===== src/rtl/baud_ctrl_pkg.sv =====
// baud_ctrl_pkg: shared types, widths and the measured-count to divisor conversion.
package baud_ctrl_pkg;
   localparam int DVSR_W = 11;
   localparam int CNT_W = 15;
   localparam logic [CNT_W-1:0] CNT_MAX = 15'd32767;
   localparam logic [CNT_W-1:0] CNT_MIN = 15'd16;
   typedef enum logic [1:0] {IDLE, AB_ARM, AB_MEAS, DRAIN} state_t;
   // A start bit lasts 16 oversample ticks, so round count/16 and subtract one for the divider.
   function automatic logic [DVSR_W-1:0] cnt_to_dvsr(input logic [CNT_W-1:0] cnt);
      logic [CNT_W:0] sum;
      logic [CNT_W:0] quo;
      sum = {1'b0, cnt} + 16'd8;
      quo = (sum >> 4) - 16'd1;
      return quo[DVSR_W-1:0];
   endfunction
endpackage


===== src/rtl/baud_cfg_ctrl_rx_sync.sv =====
// rx_sync: two-flop synchronizer for the raw rx line plus a falling-edge strobe.
module rx_sync (
   input  logic clk,
   input  logic reset_n,
   input  logic rx,
   output logic rx_s,
   output logic fall
);
   logic meta_q, sync_q, prev_q;
   always_ff @(posedge clk or negedge reset_n) begin
      if (!reset_n) begin
         meta_q <= 1'b1;
         sync_q <= 1'b1;
         prev_q <= 1'b1;
      end else begin
         meta_q <= rx;
         sync_q <= meta_q;
         prev_q <= sync_q;
      end
   end
   assign rx_s = sync_q;
   assign fall = prev_q & ~sync_q;
endmodule


===== src/rtl/baud_cfg_ctrl.sv =====
// baud_cfg_ctrl: accepts manual or auto-baud divisor requests and commits the
// divisor only while both UART directions are idle.
module baud_cfg_ctrl
   import baud_ctrl_pkg::*;
#(
   parameter logic [10:0] DEFAULT_DVSR = 11'd650
) (
   input  logic        clk,
   input  logic        reset_n,
   input  logic        cfg_valid,
   output logic        cfg_ready,
   input  logic        cfg_auto,
   input  logic [10:0] cfg_dvsr,
   input  logic        cfg_abort,
   input  logic        tx_busy,
   input  logic        rx_busy,
   input  logic        rx,
   output logic [10:0] dvsr,
   output logic        cfg_done,
   output logic        cfg_err
);
   state_t state_q, state_d;
   logic [DVSR_W-1:0] dvsr_q, dvsr_d, pend_q, pend_d;
   logic [CNT_W-1:0] cnt_q, cnt_d;
   logic armed_q, armed_d, done_q, done_d, err_q, err_d;
   logic rx_s, fall;

   rx_sync u_sync (.clk(clk), .reset_n(reset_n), .rx(rx), .rx_s(rx_s), .fall(fall));

   always_comb begin
      state_d = state_q;
      dvsr_d  = dvsr_q;
      pend_d  = pend_q;
      cnt_d   = cnt_q;
      armed_d = armed_q;
      done_d  = 1'b0;
      err_d   = 1'b0;
      case (state_q)
         IDLE: if (cfg_valid) begin
            if (cfg_auto) begin
               state_d = AB_ARM;
               armed_d = 1'b0;
            end else begin
               pend_d  = cfg_dvsr;
               state_d = DRAIN;
            end
         end
         AB_ARM: if (cfg_abort) begin
            state_d = IDLE;
            done_d  = 1'b1;
            err_d   = 1'b1;
         end else begin
            armed_d = armed_q | rx_s;
            if (armed_q && fall) begin
               cnt_d   = CNT_W'(1);
               state_d = AB_MEAS;
            end
         end
         AB_MEAS: if (cfg_abort) begin
            state_d = IDLE;
            done_d  = 1'b1;
            err_d   = 1'b1;
         end else if (rx_s) begin
            if (cnt_q >= CNT_MIN) begin
               pend_d  = cnt_to_dvsr(cnt_q);
               state_d = DRAIN;
            end else begin
               state_d = IDLE;
               done_d  = 1'b1;
               err_d   = 1'b1;
            end
         end else begin
            cnt_d = cnt_q + CNT_W'(1);
            if (cnt_d == CNT_MAX) begin
               state_d = IDLE;
               done_d  = 1'b1;
               err_d   = 1'b1;
            end
         end
         DRAIN: if (!tx_busy && !rx_busy) begin
            dvsr_d  = pend_q;
            done_d  = 1'b1;
            state_d = IDLE;
         end
         default: state_d = IDLE;
      endcase
   end

   always_ff @(posedge clk or negedge reset_n) begin
      if (!reset_n) begin
         state_q <= IDLE;
         dvsr_q  <= DEFAULT_DVSR;
         pend_q  <= '0;
         cnt_q   <= '0;
         armed_q <= 1'b0;
         done_q  <= 1'b0;
         err_q   <= 1'b0;
      end else begin
         state_q <= state_d;
         dvsr_q  <= dvsr_d;
         pend_q  <= pend_d;
         cnt_q   <= cnt_d;
         armed_q <= armed_d;
         done_q  <= done_d;
         err_q   <= err_d;
      end
   end

   assign cfg_ready = (state_q == IDLE);
   assign dvsr      = dvsr_q;
   assign cfg_done  = done_q;
   assign cfg_err   = err_q;
endmodule


===== config.mk =====
export PLATFORM = sky130hd
export DESIGN_NAME = baud_cfg_ctrl
export DESIGN_NICKNAME = d
export VERILOG_FILES = /design/src/rtl/baud_ctrl_pkg.sv /design/src/rtl/baud_cfg_ctrl_rx_sync.sv /design/src/rtl/baud_cfg_ctrl.sv
export SDC_FILE = /design/constraint.sdc
export NUM_CORES = 1
export LEC_CHECK = 0
export ABC_AREA = 1
export BUFFER_PORTS_ARGS = -buffer_cell sky130_fd_sc_hd__buf_4
export CAP_MARGIN = 20
export CORE_ASPECT_RATIO = 2
export CORE_MARGIN = 2
export CORE_UTILIZATION = 55
export DETAILED_ROUTE_END_ITERATION = 8
export PLACE_DENSITY = 0.76
export SLEW_MARGIN = 25
export SYNTH_ARGS = -nofsm -noshare
export SYNTH_HDL_FRONTEND = slang
export SYNTH_HIERARCHICAL = 1
export SYNTH_SLANG_ARGS = --single-unit

===== constraint.sdc =====
create_clock -name clk -period 2.45 [get_ports clk]
set_input_delay 0.1225 -clock clk [delete_from_list [all_inputs] [get_ports clk]]
set_output_delay 0.1225 -clock clk [all_outputs]
set_load 0.03 [all_outputs]

==> summary.md <==
| Metric | Value |
|---|---|
| Status | finished, final reports clean |
| Synthesized instance count | 354 |
| Ys async rst share | 1.00 |
| Layout cells sized above 1 | 0.194 |
| Vias in the first global route | 2396 |
| Crit. End Element | flop |
| Via count | 2456 |
| Most used DFF post-synth | dfrtp_1 |
| Clock sink count | 45 |
| Final hold vios | 0 |
| CP Launch Type | flop |
| Slew Viols, Final | 0 |
| GPL Wtd Cong | 0.935 |
| Port buffer count | 32 |
| Seq cells post-synth | 45 |
| H-tree levels | 2 |
| # nets final | 419 |
| Routed wire length | 6.54 mm |
| Max Buffers Root-to-Sink | 2 |
| Routed Antenna Nets | 0 |
| RSZ-0062 raised after global routing | false |
| Sequential area share after synthesis | 0.409 |
| Multi-input logic area | 1440 um^2 |
| DR iter-0 viols | 41 |
| CTS tree | built |
| Worst-Margin Slew | 557 ps |
| Die ar. | 5660 um^2 |
| Ant. Diodes | 0 |
| Floorplan Core Area | 4860 um^2 |
| Routed length per instance | 14.6 um |
| Number of cell rows | 36 |
| Layout overhead on the synthesized area | 16.0% |
| Achievable frequency | 0.454 GHz |
| Netlist cell types | 37 |
| Relative slew slack | 0.629 |
| Crit Path Max Fanout | 6 |
| Later-pin clock latency in the skew report | 300 ps |
| Tmin final | 2200 ps |
| Die X-Extent | 54.2 um |
| Path type of the worst min-delay path | in -> reg |
| Power per cell area | 1290 nW/um^2 |
| Total track usage | 0.253 |
| Total CTS buffers | 5 |
| First-pass GRT wire length | 10.7 mm |
| CTS root buffer | clkbuf_8 |
| EDFF count, synth | 0 |
| Critical path class | reg -> reg |
| IO Count | 33 |
| Total gr overflow | 0 |
| Die Y | 104 um |
| Detailed-route DRC error count | 0 |
| DRT Pass-1 Iters | 4 |
| Final worst path period share | 0.899 |
| Post-DR vias/cell | 5.48 |
| Initial core utilization | 0.570 |
| Synthesized cell area | 2770 um^2 |
| Max cap viols | 0 |
| Final clock skew | 5.62 ps |
| Required time of the critical path | 2660 ps |
| Final Setup Violations | 0 |
| Yosys warns | 6 |
| Setup TNS | 0 ps |
| Lkg Pwr | 1.52 nW |
| Pin count of the biggest net entering global routing | 46 |
| Register area | 1130 um^2 |
| Mapped Nets | 383 |
| CTS clk-pin slew, worst paths | 90 ps |
| CP arrival | 2420 ps |
| DP Wirelength | 5.07 mm |
| Peak VDD IR | 0.887 mV |
| Initial antenna violation count | 0 |
| Syn Area/Cell | 7.83 um^2 |
| Finished Core Util | 0.661 |
| FILL cells | 430 |
where the power goes:
group | switching (mW) | internal (mW) | leakage [nW]
Clock | 0.259 | 0.405 | 0.0681
Sequential | 0.251 | 1.07 | 0.560
Combinational | 1.36 | 0.814 | 0.893
routing by layer:
metal / GRT usage / vias to the layer above / wire, um
met2: 0.443 / 70 / 3620
met5: 0 / - / 0
met1: 0.267 / 1145 / 2350
met4: 0.146 / 0 / 329
li1: - / 1214 / -
met3: 0.0330 / 27 / 246
sequential cells by signal, summed over array words and instances, names as in the netlist:
signal / cells
cfg_done: 1
cnt_q: 15
pend_q: 11
armed_q: 1
dvsr: 11
u_sync/rx_s: 1
state_q: 2
u_sync/meta_q: 1
cfg_err: 1
u_sync/prev_q: 1
synthesized netlist by cell type (2+ instances only):
library cell | count | area (um^2)
inv_1 | 39 | 146
nor4_1 | 2 | 12.5
nor2_2 | 5 | 31.3
nor2_4 | 3 | 33.8
nand2_1 | 98 | 368
dfstp_2 | 7 | 184
mux2_2 | 7 | 78.8
ha_1 | 10 | 125
o22ai_1 | 9 | 56.3
clkbuf_1 | 3 | 11.3
nand3_1 | 19 | 95.1
a21oi_1 | 2 | 10.0
xor2_1 | 13 | 114
nand2_2 | 3 | 18.8
a22o_1 | 2 | 17.5
nor3_1 | 2 | 10.0
nand4_1 | 4 | 25.0
dfrtp_1 | 38 | 951
o21ai_0 | 28 | 140
a31oi_1 | 5 | 31.3
nor2_1 | 35 | 131
buf_2 | 3 | 15.0
xnor2_1 | 2 | 17.5
o211ai_1 | 2 | 15.0
layout by cell type, fill, tap and decap left out, drive strengths merged:
cell,count
a211oi,1
a21boi,1
a21oi,2
a22o,2
a22oi,1
a31oi,5
buf,35
bufinv,2
clkbuf,5
clkinv,1
dfrtp,38
dfstp,7
dlygate4sd3,2
ha,10
inv,40
mux2,7
nand2,102
nand3,21
nand3b,1
nand4,5
nor2,43
nor3,2
nor4,2
o211ai,2
o21ai,29
o22ai,9
xnor2,2
xor2,14
repair_timing:
action | 4_1_cts | 5_1_grt
gates resized for setup | 0 | 0
hold buffers | 2 | 0
setup buffers | 0 | 0
endpoints found under the hold margin | 39 | 0
setup endpoints to repair | 0 | 0
kinds of logic (layout without fill, tap and decap cells):
kind of cell    Yosys count  count (layout)  synth area share
compound gates           52              52             0.111
mux                       7               7            0.0284
xor+xnor                 16              16            0.0533
buf+inv                  48              85            0.0704
fa+ha+maj                10              10            0.0451
simple gates            176             176             0.283
flops                    45              45             0.409
worst max-delay path, stage by stage, from the launching register on:
cell and delay [ps]:
dfrtp_1 490, ha_1 300, nand2_2 120, nor2_4 190
nand3_1 100, xor2_1 190, nor2_1 210, nand3_1 140
nand3_1 90, nand2_1 90, o21ai_0 190
worst paths after layout:
kind                                          from                     end  slack (ps)  depth (start not counted)
hold reg to reg            u_sync/meta_q$_DFF_PN1_   u_sync/rx_s$_DFF_PN1_         360                          0
setup reg to reg              cnt_q[4]$_DFFE_PN0P_  state_q[1]$_DFFE_PN0P_         250                         10
setup / recovery              cnt_q[4]$_DFFE_PN0P_  state_q[1]$_DFFE_PN0P_         250                         10
hold / removal                         cfg_dvsr[2]   pend_q[2]$_DFFE_PN0P_          90                          3
max in group asynchronous                  reset_n     dvsr[7]$_DFFE_PN1P_        1720                          2
min in group asynchronous                  reset_n       cfg_err$_DFF_PN0_         340                          2
cell type report:
type,count,area share
clock buffers,5,0.0214
clock inverters,3,0.0202
inverters,40,0.0467
multi-input cells,261,0.449
flip-flops and latches,45,0.353
well taps,57,0.0222
repair buffers,37,0.0879
through the flow:
step	instance area (um^2)	total power, mW	setup slack (ps)	hold slack (ps)	instances
6_report	3220	4.16	248	86.4	448
5_1_grt	3220	4.50	82.7	82.2	448
4_1_cts	3220	4.18	294	80.5	448
3_5_place_dp	3060	3.49	328	156	438
3_3_place_gp	3060	3.44	401	152	438
2_1_floorplan	2770	2.93	556	-173	354
(Power assumes the default switching activity.)
